==> src/rtl/rvfi_check_pkg.sv <==
// Shared definitions for the rvfi_* trace checkers: failure codes, checker FSM
// states and a saturating counter helper.
package rvfi_check_pkg;

  localparam logic [2:0] CHK_NONE  = 3'd0;
  localparam logic [2:0] CHK_RS1   = 3'd1;
  localparam logic [2:0] CHK_RS2   = 3'd2;
  localparam logic [2:0] CHK_X0    = 3'd3;
  localparam logic [2:0] CHK_ORDER = 3'd4;

  typedef enum logic [1:0] {
    ST_RESET = 2'd0,
    ST_ARM   = 2'd1,
    ST_RUN   = 2'd2,
    ST_FAIL  = 2'd3
  } chk_state_e;

  function automatic logic [31:0] sat_add32(input logic [31:0] a, input logic [31:0] b);
    logic [32:0] sum;
    sum = {1'b0, a} + {1'b0, b};
    return sum[32] ? 32'hFFFF_FFFF : sum[31:0];
  endfunction

endpackage

==> src/rtl/rvfi_order_tracker.sv <==
// Expected rvfi_order register and per-channel match logic; only instantiated
// by rvfi_regfile_check when RISCV_FORMAL_REGCHK_ORDER_EN is defined.
module rvfi_order_tracker #(
  parameter int NRET    = 1,
  parameter int ORDER_W = 64
) (
  input  logic                    i_clk,
  input  logic                    i_rst_n,
  input  logic                    i_en,
  input  logic [NRET-1:0]         i_valid,
  input  logic [NRET*ORDER_W-1:0] i_order,
  output logic [NRET-1:0]         o_order_ok
);

  logic               r_have;
  logic [ORDER_W-1:0] r_expect;
  logic               w_have;
  logic [ORDER_W-1:0] w_expect;

  // The first valid retirement seeds the expectation; each valid channel then
  // consumes one sequence number, so invalid channels leave no gap.
  always_comb begin
    w_have     = r_have;
    w_expect   = r_expect;
    o_order_ok = '1;
    for (int c = 0; c < NRET; c++) begin
      if (i_valid[c]) begin
        if (w_have) begin
          o_order_ok[c] = (i_order[c*ORDER_W +: ORDER_W] == w_expect);
        end else begin
          w_expect = i_order[c*ORDER_W +: ORDER_W];
        end
        w_have   = 1'b1;
        w_expect = w_expect + ORDER_W'(1);
      end
    end
  end

  always_ff @(posedge i_clk or negedge i_rst_n) begin
    if (!i_rst_n) begin
      r_have   <= 1'b0;
      r_expect <= '0;
    end else if (i_en) begin
      r_have   <= w_have;
      r_expect <= w_expect;
    end
  end

endmodule

==> src/rtl/rvfi_regfile_check.sv <==
// RVFI register-file consistency checker: shadows NTRACK registers across NRET
// channels and latches the first failure. Order check under RISCV_FORMAL_REGCHK_ORDER_EN.
module rvfi_regfile_check
  import rvfi_check_pkg::*;
#(
  parameter int XLEN      = 32,
  parameter int NRET      = 1,
  parameter int NTRACK    = 2,
  parameter int ORDER_W   = 64,
  parameter int ZERO_INIT = 0
) (
  input  logic                    clk,
  input  logic                    resetn,
  input  logic [NTRACK*5-1:0]     track_idx,
  input  logic [NRET-1:0]         rvfi_valid,
  input  logic [NRET*ORDER_W-1:0] rvfi_order,
  input  logic [NRET-1:0]         rvfi_trap,
  input  logic [NRET*5-1:0]       rvfi_rs1_addr,
  input  logic [NRET*5-1:0]       rvfi_rs2_addr,
  input  logic [NRET*5-1:0]       rvfi_rd,
  input  logic [NRET*XLEN-1:0]    rvfi_rs1_rdata,
  input  logic [NRET*XLEN-1:0]    rvfi_rs2_rdata,
  input  logic [NRET*XLEN-1:0]    rvfi_post_rd,
  output logic                    chk_fail,
  output logic [2:0]              chk_code,
  output logic [7:0]              chk_chan,
  output logic [ORDER_W-1:0]      chk_order,
  output logic [31:0]             chk_count,
  output chk_state_e              dbg_state
);

  chk_state_e       r_state;
  logic [4:0]       r_track   [NTRACK];
  logic [XLEN-1:0]  r_shadow  [NTRACK];
  logic [NTRACK-1:0] r_written;

  logic [XLEN-1:0]    w_shadow [NTRACK];
  logic [NTRACK-1:0]  w_written;
  logic               w_fail;
  logic [2:0]         w_code;
  logic [7:0]         w_chan;
  logic [ORDER_W-1:0] w_order;
  logic [31:0]        w_nvalid;
  logic [NRET-1:0]    w_order_ok;

`ifdef RISCV_FORMAL_REGCHK_ORDER_EN
  rvfi_order_tracker #(
    .NRET    (NRET),
    .ORDER_W (ORDER_W)
  ) u_order (
    .i_clk      (clk),
    .i_rst_n    (resetn),
    .i_en       (r_state == ST_RUN),
    .i_valid    (rvfi_valid),
    .i_order    (rvfi_order),
    .o_order_ok (w_order_ok)
  );
`else
  assign w_order_ok = '1;
`endif

  // Channels walk in ascending order against a working copy of the shadows, so
  // a later channel observes earlier same-cycle writes.
  always_comb begin : proc_check
    logic [4:0]      rs1a, rs2a, rda;
    logic [XLEN-1:0] rs1d, rs2d, postd;
    logic            bad1, bad2, badx;
    logic [2:0]      code;
    w_shadow  = r_shadow;
    w_written = r_written;
    w_fail    = 1'b0;
    w_code    = CHK_NONE;
    w_chan    = '0;
    w_order   = '0;
    w_nvalid  = '0;
    rs1a = '0; rs2a = '0; rda = '0;
    rs1d = '0; rs2d = '0; postd = '0;
    bad1 = 1'b0; bad2 = 1'b0; badx = 1'b0;
    code = CHK_NONE;
    for (int c = 0; c < NRET; c++) begin
      rs1a  = rvfi_rs1_addr[c*5 +: 5];
      rs2a  = rvfi_rs2_addr[c*5 +: 5];
      rda   = rvfi_rd[c*5 +: 5];
      rs1d  = rvfi_rs1_rdata[c*XLEN +: XLEN];
      rs2d  = rvfi_rs2_rdata[c*XLEN +: XLEN];
      postd = rvfi_post_rd[c*XLEN +: XLEN];
      bad1  = 1'b0;
      bad2  = 1'b0;
      for (int k = 0; k < NTRACK; k++) begin
        if (w_written[k] && r_track[k] == rs1a && w_shadow[k] != rs1d) bad1 = 1'b1;
        if (w_written[k] && r_track[k] == rs2a && w_shadow[k] != rs2d) bad2 = 1'b1;
      end
      badx = (rs1a == 5'd0 && rs1d != '0) || (rs2a == 5'd0 && rs2d != '0) ||
             (rda == 5'd0 && postd != '0);
      if (bad1)               code = CHK_RS1;
      else if (bad2)          code = CHK_RS2;
      else if (badx)          code = CHK_X0;
      else if (!w_order_ok[c]) code = CHK_ORDER;
      else                    code = CHK_NONE;
      if (rvfi_valid[c]) begin
        w_nvalid = w_nvalid + 32'd1;
        if (!w_fail && code != CHK_NONE) begin
          w_fail  = 1'b1;
          w_code  = code;
          w_chan  = 8'(c);
          w_order = rvfi_order[c*ORDER_W +: ORDER_W];
        end
        if (!rvfi_trap[c]) begin
          for (int k = 0; k < NTRACK; k++) begin
            if (r_track[k] == rda) begin
              w_shadow[k]  = postd;
              w_written[k] = 1'b1;
            end
          end
        end
      end
    end
  end

  always_ff @(posedge clk or negedge resetn) begin
    if (!resetn) begin
      r_state   <= ST_RESET;
      for (int k = 0; k < NTRACK; k++) begin
        r_track[k]  <= '0;
        r_shadow[k] <= '0;
      end
      r_written <= {NTRACK{ZERO_INIT != 0}};
      chk_fail  <= 1'b0;
      chk_code  <= CHK_NONE;
      chk_chan  <= '0;
      chk_order <= '0;
      chk_count <= '0;
    end else begin
      case (r_state)
        ST_RESET: r_state <= ST_ARM;
        ST_ARM: begin
          for (int k = 0; k < NTRACK; k++) r_track[k] <= track_idx[k*5 +: 5];
          r_state <= ST_RUN;
        end
        ST_RUN: begin
          r_shadow  <= w_shadow;
          r_written <= w_written;
          chk_count <= sat_add32(chk_count, w_nvalid);
          if (w_fail) begin
            chk_fail  <= 1'b1;
            chk_code  <= w_code;
            chk_chan  <= w_chan;
            chk_order <= w_order;
            r_state   <= ST_FAIL;
          end
        end
        default: ;
      endcase
    end
  end

  assign dbg_state = r_state;

endmodule

==> config.mk <==
export PLATFORM = sky130hd
export DESIGN_NAME = rvfi_regfile_check
export DESIGN_NICKNAME = d
export VERILOG_FILES = /design/src/rtl/rvfi_check_pkg.sv /design/src/rtl/rvfi_order_tracker.sv /design/src/rtl/rvfi_regfile_check.sv
export SDC_FILE = /design/constraint.sdc
export NUM_CORES = 1
export LEC_CHECK = 0
export CORE_AREA = 3 3 159 161
export DETAILED_ROUTE_END_ITERATION = 10
export DIE_AREA = 0 0 162 164
export GPL_TIMING_DRIVEN = 0
export PLACE_DENSITY_LB_ADDON = 0.3
export SLEW_MARGIN = 0
export SYNTH_ARGS = -nofsm -noshare
export SYNTH_HDL_FRONTEND = slang
export SYNTH_SLANG_ARGS = --single-unit
==> constraint.sdc <==
create_clock -name clk -period 2.15 [get_ports clk]
set_input_delay 0.3225 -clock clk [delete_from_list [all_inputs] [get_ports clk]]
set_output_delay 0.3225 -clock clk [all_outputs]
set_load 0.02 [all_outputs]
Yosys cells after proc, flatten, opt, wreduce, memory -nomap -nowiden --
Cells that the tools add are included.
Storage, ports and cells: flip-flop bits (word level) 178, input port bits 189, output and inout port bits 110
Cells by class: add/subtract/negate cells 1, eq/ne operators 13, multiplexer cells 17, bitwise gates (word level) 1, reductions and logical operators 26
Operators by type and width (count):
- $mux W64 | 2
- $ne A32 B32 Y1 | 4
- $reduce_bool A32 Y1 | 3
- $add A32 B32 Y33 | 1
- $mux W32 | 1
- $eq A5 B5 Y1 | 6
- $logic_not A5 Y1 | 3
- $logic_and A1 B1 Y1 | 11
- $mux W2 | 4
- $reduce_and A4 Y1 | 2
- $mux W1 | 7
- $mux W3 | 2
- $pmux W2 S3 | 1
- $reduce_bool A3 Y1 | 2
- $reduce_and A2 Y1 | 2
- $eq A2 B1 Y1 const B | 1
- $eq A2 B2 Y1 const B | 1
- $logic_not A2 Y1 | 1
- $logic_or A1 B1 Y1 | 2
- $ne A2 B2 Y1 const B | 1
- $not A1 Y1 | 1

Depth between registers and ports, before layout --
Gate-level depths: netlist of run 1.
depth after elaboration 12, gate-level depth with buffers 10

Worst setup path before layout of run 1 --
No wires, ideal clock.
kind reg-to-reg, from reg r_state[0] (netlist: dbg_state[0]), to reg chk_count[31], library setup time 0.128 ns, arrival time 2.330 ns, required time 2.022 ns, slack -0.308 ns, cell stages (with the launch flop) 11, cells stage by stage dfrtp_1 > inv_1 > ha_1 > buf_4 > and4_1 > nand4_2 > nor2_1 > nand4_1 > nor3_2 > nand3_1 > mux2_1
On the way: word-level cells in the longest chain between the ends 1
Ends and longest elaborated chain:
- start: declaration | RTL line rvfi_regfile_check.sv:32 | chk_state_e r_state;
- start signal: assignment | RTL line rvfi_regfile_check.sv:122 | r_state <= ST_RESET;
- start signal: assignment | RTL line rvfi_regfile_check.sv:135 | ST_RESET: r_state <= ST_ARM;
- start signal: assignment | RTL line rvfi_regfile_check.sv:138 | r_state <= ST_RUN;
- $eq A2 B2 Y1 | RTL line rvfi_regfile_check.sv:134 | case (r_state)
- end signal: assignment | RTL line rvfi_regfile_check.sv:143 | chk_count <= sat_add32(chk_count, w_nvalid);
- end: declaration | RTL line rvfi_regfile_check.sv:28 | output logic [31:0] chk_count,
Every way passes these cells. A chain may end at the register's enable or synchronous reset.

Worst setup path after layout of run 1 --
from reg r_shadow[0] in the netlist's numbering, to reg chk_order[5]
On the way: word-level cells in the longest chain between the ends 9, elaborated cells between the ends (all ways) 14, classes of those cells eq/ne (2); mux (8); reduce/logical (4)
Ends and longest elaborated chain:
- start: declaration | RTL line rvfi_regfile_check.sv:34 | logic [XLEN-1:0] r_shadow [NTRACK];
- start signal: assignment | RTL line rvfi_regfile_check.sv:141 | r_shadow <= w_shadow;
- $ne A32 B32 Y1 | RTL line rvfi_regfile_check.sv:91 | if (w_written[k] && r_track[k] == rs2a && w_shadow[k] != rs2d) bad2 = 1'b1;
- $logic_and A1 B1 Y1 | RTL line rvfi_regfile_check.sv:91
- $mux W1 | RTL line rvfi_regfile_check.sv:91
- $mux W2 | RTL line rvfi_regfile_check.sv:96 | else if (bad2) code = CHK_RS2;
- $mux W2 * | RTL line rvfi_regfile_check.sv:95 | if (bad1) code = CHK_RS1;
- $reduce_bool A3 Y1 * | RTL line rvfi_regfile_check.sv:102 | if (!w_fail && code != CHK_NONE) begin
- $mux W1 | RTL line rvfi_regfile_check.sv:102
- $mux W1 | RTL line rvfi_regfile_check.sv:100 | if (rvfi_valid[c]) begin
- $reduce_and A2 Y1 (no source line)
- end signal: assignment | RTL line rvfi_regfile_check.sv:148 | chk_order <= w_order;
- end: declaration | RTL line rvfi_regfile_check.sv:27 | output logic [ORDER_W-1:0] chk_order,
Every way passes the cells marked *; elsewhere a longest branch is shown, timed or not.

==> impl_metrics.env, run 1 <==
export IMPL_status="complete, but fails checks"
export IMPL_failed_checks="negative setup slack"
export IMPL_crit_path_end_kind="register"
export IMPL_start_util=0.3870
export IMPL_tightestPinTransition_ns=0.7061
export IMPL_reg2reg_slack_ns=-0.56
export IMPL_grt_overflow=0
export IMPL_worst_path_max_delay_cell="dfrtp_1"
export IMPL_timing_rr_start="r_shadow[0]$_DFFE_PN0P_"
export IMPL_die_width_um=162
export IMPL_dieArea_sq_um=26570
export IMPL_relSlewSlack=0.5292
export IMPL_synth_area_sq_um=9329
export IMPL_drv_cap=0
export IMPL_crit_buf_inv=3
export IMPL_netlist_cell_type_count=42
export IMPL_vias=7389
export IMPL_setup_viol=73
export IMPL_layout_commonest_cell="clkdlybuf4s50_1"
export IMPL_final_cell_mix="clkdlybuf4s50_1, dfrtp_1, xor2_1, mux2_2, mux2_4"
export IMPL_arrival_ns=3.03
export IMPL_antenna_found_initial=3
export IMPL_synth_edf_count=0
export IMPL_std_cell_rows=57
export IMPL_hpwl_mm=22.85
export IMPL_drc=0
export IMPL_yosysSeqAreaShare=0.4748
export IMPL_place_ws_ns=-1.153
export IMPL_ys_async_sr_fraction=1.000
export IMPL_gp_congestion=0.9841
export IMPL_post_route_util=0.5816
export IMPL_power_density_nw_per_um2=523.9
export IMPL_cts_buffers=17
export IMPL_fmax_ghz=0.3686
export IMPL_finalClockSkew_ns=0.01704
export IMPL_die_y_um=164
export IMPL_ant_nets=0
export IMPL_p_leak_nw=6.826
export IMPL_finalMaxSlewViolations=0
export IMPL_grt_max_degree=92
export IMPL_cts_tree="done"
export IMPL_syn_inst=758
export IMPL_synthToLayoutAreaGrowth_pct=50.29
export IMPL_clockBufferDepth=2
export IMPL_drtPass1Iterations=5
export IMPL_ys_ff_latch=177
export IMPL_port_buffers=289
export IMPL_min_period_over_period=1.262
export IMPL_grt_pass1_vias=7756
export IMPL_core_sq_um=24110
export IMPL_worstPathMaxFanout=6
export IMPL_crit_type="register to register"
export IMPL_ir_drop_v=0.0004691
export IMPL_rsz0062_at_grt="true"
export IMPL_critPathRequiredTime_ns=2.46
export IMPL_crit_start="r_shadow[0]$_DFFE_PN0P_"
export IMPL_clk_latency_ns=0.43
export IMPL_grt_pass1_wl_mm=44.66
export IMPL_yosys_warnings=0
export IMPL_critPathMaxStageDelay_ns=0.43
export IMPL_cts_sinks=177
export IMPL_critPathTopFamily="simple AND/OR/NAND/NOR gates"
export IMPL_ys_flop_type="dfrtp_1"
export IMPL_via_per_inst=5.106
export IMPL_worstSetupStartpointType="register"
export IMPL_nNetsFinal=1304
export IMPL_clk_pin_slew_worst_paths_ns=0.08
export IMPL_period_needed_ns=2.713
export IMPL_pin_count=299
export IMPL_drt_iter0_drc=448
export IMPL_syn_area_per_cell_sq_um=12.31
export IMPL_setup_ws_ns=-0.5630
export IMPL_crit_cells=10
export IMPL_htree_num_levels=4
export IMPL_wl_mm=30.04
export IMPL_wire_per_inst_um=20.76
export IMPL_r2r_end="chk_order[5]$_DFFE_PN0P_"
export IMPL_drive_gt1_frac=0.2647
export IMPL_root_buffer="clkbuf_16"
export IMPL_r2r_cells=10
export IMPL_crit_chain="xor2_2 > nor4_2 > nand4_1 > o2111ai_2 > nand3_4 > o21ai_4 > buf_12 > buf_8 > buf_6 > mux2_4"
export IMPL_grtUsageTotal=0.2193
export IMPL_min_path_type="input pin to asynchronous set/reset pin"
export IMPL_finalHoldViolCount=0
cells by family after synthesis:
| logic type | Yosys count | synth area share |
|---|---|---|
| and+or+nand+nor | 189 | 0.1129 |
| DFF | 177 | 0.4748 |
| muxes | 143 | 0.1876 |
| other | 1 | 0.0004020 |
| adders and majority gates | 6 | 0.008047 |
| buffers and inverters | 39 | 0.02884 |
| xor gates and xnor gates | 178 | 0.1671 |
| AOI/OAI and AO/OA | 25 | 0.02025 |
sequential cells by signal, indices dropped and copies added, names as in the netlist:
signal / cells
dbg_state: 2
chk_fail: 1
chk_code: 2
chk_order: 64
r_written: 2
chk_count: 32
r_track: 10
r_shadow: 64
where the power goes:
group	total (mW)	switching (mW)	internal (mW)
logic	0.742	0.338	0.404
clock network	3.28	1.50	1.78
registers	3.33	0	3.33
total	7.35	1.84	5.51
synth_stat cells (5+ instances only):
master / instances / share of area
xnor2_1: 20 / 0.019
ha_1: 6 / 0.0080
inv_1: 11 / 0.0044
o21ai_0: 6 / 0.0032
nor4_1: 63 / 0.042
nor2_1: 17 / 0.0068
dfrtp_1: 177 / 0.47
nand3_1: 17 / 0.0091
buf_4: 12 / 0.0097
mux2_2: 100 / 0.12
nand2_1: 42 / 0.017
a21oi_1: 5 / 0.0027
mux2_4: 38 / 0.061
xor2_1: 158 / 0.15
clkbuf_1: 10 / 0.0040
nand4_1: 22 / 0.015
through the flow:
stage	area, sq um	power, mW	instances	TNS [ns]	hold WS, ns
finish	14020	7.346	1447	-34.68	0.4310
global route	14020	7.615	1447	-37.73	0.4779
CTS	13760	7.425	1435	-29.47	0.4801
detailed placement	12740	4.103	1380	-118.37	0.3656
global placement	12700	4.098	1379	-1331.05	0.4524
floorplan	9407	3.542	766	-4.082	0.02691
per-layer routing:
layer / share of wire / track usage
met1: 0.41 / 0.2771
met2: 0.49 / 0.3640
met3: 0.087 / 0.07440
met4: 0.015 / 0.05390
met5: 0.00083 / 0
cell type report:
cell class | count | area (sq um)
diodes | 1 | 2.502
repair buffers | 327 | 3252
flip-flops and latches | 177 | 4433
plain buffers | 25 | 247.7
well taps | 324 | 405.4
inverters | 11 | 41.29
fillers | 2052 | 10080
clock inverters | 15 | 191.4
multi-input cells | 550 | 5022
clock buffers | 17 | 425.4
repair_timing:
| action | 4_1_cts | 5_1_grt |
|---|---|---|
| hold endpoints to repair | 86 | 0 |
| setup endpoints to repair | 159 | 112 |
| pin swaps | 25 | 22 |
| resized for setup | 59 | 36 |
| setup buffers | 26 | 11 |
| hold buffers | 1 | 0 |
worst max-delay path by stage:
stage,slack (ns),to
final,-0.56,chk_order[5]$_DFFE_PN0P_
after detailed placement,-1.15,chk_order[58]$_DFFE_PN0P_
after global routing,-0.61,chk_order[5]$_DFFE_PN0P_
after CTS,-0.50,chk_order[5]$_DFFE_PN0P_
after global placement,-7.52,dbg_state[1]$_DFFE_PN0P_
after floorplan,-0.21,chk_count[31]$_DFFE_PN0P_
Note: power is estimated with default switching activity, not from simulation.
==> run 2: changes to the inputs <==
--- a/config.mk
+++ b/config.mk
@@ -6,9 +6,11 @@
 export NUM_CORES = 1
 export LEC_CHECK = 0
 export CORE_AREA = 3 3 159 161
+export CTS_CLUSTER_DIAMETER = 30
 export DETAILED_ROUTE_END_ITERATION = 10
 export DIE_AREA = 0 0 162 164
 export GPL_TIMING_DRIVEN = 0
+export HOLD_SLACK_MARGIN = 0.1
 export PLACE_DENSITY_LB_ADDON = 0.3
 export SLEW_MARGIN = 0
 export SYNTH_ARGS = -nofsm -noshare
==> results of run 2 <==
Same layout as run 1: the final DEF is identical, and so are final timing and power.
==> run 3: changes to the inputs <==
--- a/config.mk
+++ b/config.mk
@@ -11,7 +11,7 @@
 export DIE_AREA = 0 0 162 164
 export GPL_TIMING_DRIVEN = 0
 export HOLD_SLACK_MARGIN = 0.1
-export PLACE_DENSITY_LB_ADDON = 0.3
+export PLACE_DENSITY = 0.68
 export SLEW_MARGIN = 0
 export SYNTH_ARGS = -nofsm -noshare
 export SYNTH_HDL_FRONTEND = slang
==> constraint.sdc (replaced) <==
create_clock -name clk -period 3.35 [get_ports clk]
set_input_delay 0.5025 -clock clk [delete_from_list [all_inputs] [get_ports clk]]
set_output_delay 0.5025 -clock clk [all_outputs]
set_load 0.02 [all_outputs]
==> run 3 against run 2 <==
Wire length down 3.6%; count of clock-buffer cells in the layout up 2; cell area down 5.5%; utilization down 3.2 points; critical path depth unchanged; combinational power down 38%; largest cell class unchanged; highest routed layer is now met4; the flow now finishes without violations; worst hold slack worse by 0.33 ns.
==> impl_metrics.env, run 3 (same netlist as run 1, synthesis figures left out) <==
export IMPL_gp_congestion=0.9637
export IMPL_via_per_inst=5.055
export IMPL_worstPathMaxFanout=10
export IMPL_critPathMaxStageDelay_ns=0.52
export IMPL_dieArea_sq_um=26570
export IMPL_grt_pass1_vias=7587
export IMPL_p_leak_nw=6.482
export IMPL_wl_mm=28.95
export IMPL_tightestPinTransition_ns=0.7886
export IMPL_pin_count=299
export IMPL_grtUsageTotal=0.2192
export IMPL_finalHoldViolCount=0
export IMPL_fin_cells=1411
export IMPL_setup_viol=0
export IMPL_layout_commonest_cell="clkdlybuf4s50_1"
export IMPL_cts_resized=0
export IMPL_final_cell_mix="clkdlybuf4s50_1, dfrtp_1, xor2_1, mux2_2, nor4_1"
export IMPL_crit_buf_inv=3
export IMPL_min_path_type="input pin to asynchronous set/reset pin"
export IMPL_synthToLayoutAreaGrowth_pct=42.10
export IMPL_crit_cells=10
export IMPL_hold_buffers=0
export IMPL_vias=7133
export IMPL_ant_nets=0
export IMPL_postCtsSetupRepairBufs=0
export IMPL_core_sq_um=24110
export IMPL_place_inst=1380
export IMPL_drive_gt1_frac=0.1794
export IMPL_reg_largest_list="chk_order x64, r_shadow x64, chk_count x32"
export IMPL_drc=0
export IMPL_fin_setup_tns_ns=0
export IMPL_clk_pin_slew_worst_paths_ns=0.08
export IMPL_port_buffers=289
export IMPL_r2r_cells=9
export IMPL_root_buffer="clkbuf_16"
export IMPL_start_util=0.3870
export IMPL_cts_tree="done"
export IMPL_critPathTopFamily="simple AND/OR/NAND/NOR gates"
export IMPL_antenna_found_initial=0
export IMPL_worst_path_max_delay_cell="nor4_1"
export IMPL_clk_latency_ns=0.43
export IMPL_status="complete, no violations"
export IMPL_post_route_util=0.5499
export IMPL_setup_ws_ns=0.08411
export IMPL_relSlewSlack=0.4743
export IMPL_nFillCells=2142
export IMPL_grt_max_degree=100
export IMPL_cts_sinks=177
export IMPL_die_width_um=162
export IMPL_worstSetupStartpointType="input pin"
export IMPL_grt_pass1_wl_mm=44.59
export IMPL_cts_buffers=17
export IMPL_period_needed_ns=3.266
export IMPL_htree_num_levels=4
export IMPL_timing_rr_start="r_shadow[22]$_DFFE_PN0P_"
export IMPL_crit_path_end_kind="register"
export IMPL_clockBufferDepth=2
export IMPL_drv_cap=0
export IMPL_min_period_over_period=0.9749
export IMPL_ir_drop_v=0.0002818
export IMPL_drtPass1Iterations=5
export IMPL_hpwl_mm=22.90
export IMPL_finalMaxSlewViolations=0
export IMPL_finalClockSkew_ns=0.01394
export IMPL_std_cell_rows=57
export IMPL_r2r_end="chk_order[37]$_DFFE_PN0P_"
export IMPL_arrival_ns=3.57
export IMPL_placed_area_sq_um=12690
export IMPL_critPathRequiredTime_ns=3.65
export IMPL_met3_usage=0.05624
export IMPL_nNetsFinal=1270
export IMPL_die_y_um=164
export IMPL_diodes=0
export IMPL_use_met1=0.2902
export IMPL_crit_type="input pin to register"
export IMPL_wire_per_inst_um=20.52
export IMPL_fmax_ghz=0.3062
export IMPL_use_met2=0.3563
export IMPL_grt_overflow=0
export IMPL_drt_iter0_drc=460
export IMPL_gr_max_usage_layer="met2"
export IMPL_place_ws_ns=-0.2498
export IMPL_rsz0062_at_grt="false"
export IMPL_crit_chain="clkdlybuf4s50_1 > xor2_1 > nor4_1 > nand4_1 > o2111ai_2 > nand3_4 > o21ai_4 > buf_8 > buf_12 > mux2_4"
export IMPL_power_density_nw_per_um2=344.3
export IMPL_reg2reg_slack_ns=0.28
export IMPL_finalInstanceArea_sq_um=13260
==> run 3: cell count changes in the layout (fill, tap and decap cells not counted), sizes merged <==
| cell | delta |
|---|---|
| buf | -37 |
| clkbuf | +6 |
| clkdlybuf4s50 | +3 |
| dlygate4sd2 | -3 |
| clkinvlp | -2 |
| bufinv | -1 |
| clkinv | +1 |
| diode | -1 |
| dlygate4sd3 | -1 |
| inv | -1 |
==> run 3: worst register-to-register path, delay by kind of cell, from the launching register on <==
kind / cells / cell delay, ns
buffers and inverters: 2 / 0.39
AOI/OAI and AO/OA: 2 / 0.61
xor gates and xnor gates: 1 / 0.21
DFF: 1 / 0.42
muxes: 1 / 0.31
and+or+nand+nor: 3 / 1.03
==> run 3: per-layer routing <==
layer / wire, um / share of wire
met1: 12510 / 0.43
met2: 13680 / 0.47
met3: 2162 / 0.075
met4: 597 / 0.021
met5: 0 / 0
==> run 3: report_power, final <==
group	switching, mW	internal [mW]
Combinational	0.208	0.253
Clock	0.903	1.06
Sequential	0	2.14
==> run 3: per-stage QoR <==
stage,power [mW],hold WS [ns]
after floorplan,2.273,0.2069
after global placement,2.633,0.4502
after detailed placement,2.636,0.4514
after CTS,4.622,0.1237
after global routing,4.739,0.1540
final,4.564,0.1057
==> run 3: layout make-up <==
cell class | instances | area [sq um] | share of cell area
flip-flops and latches | 177 | 4429 | 0.3341
well taps | 324 | 405.4 | 0.03058
inverters | 11 | 41.29 | 0.003115
clock inverters | 12 | 123.9 | 0.009344
repair buffers | 290 | 2925 | 0.2207
multi-input cells | 550 | 4661 | 0.3516
clock buffers | 19 | 442.9 | 0.03341
plain buffers | 28 | 227.7 | 0.01718
==> run 3: worst max path at each step <==
| stage | start | end | slack, ns |
|---|---|---|---|
| after global placement | resetn | chk_order[25]$_DFFE_PN0P_ | -5.90 |
| after floorplan | dbg_state[0]$_DFFE_PN0P_ | chk_count[31]$_DFFE_PN0P_ | 0.89 |
| after detailed placement | rvfi_rs2_rdata[22] | chk_order[33]$_DFFE_PN0P_ | -0.25 |
| final | rvfi_rs2_rdata[22] | chk_order[37]$_DFFE_PN0P_ | 0.08 |
| after global routing | rvfi_rs2_rdata[22] | chk_order[36]$_DFFE_PN0P_ | 0.04 |
| after CTS | rvfi_rs2_rdata[22] | chk_order[37]$_DFFE_PN0P_ | 0.20 |
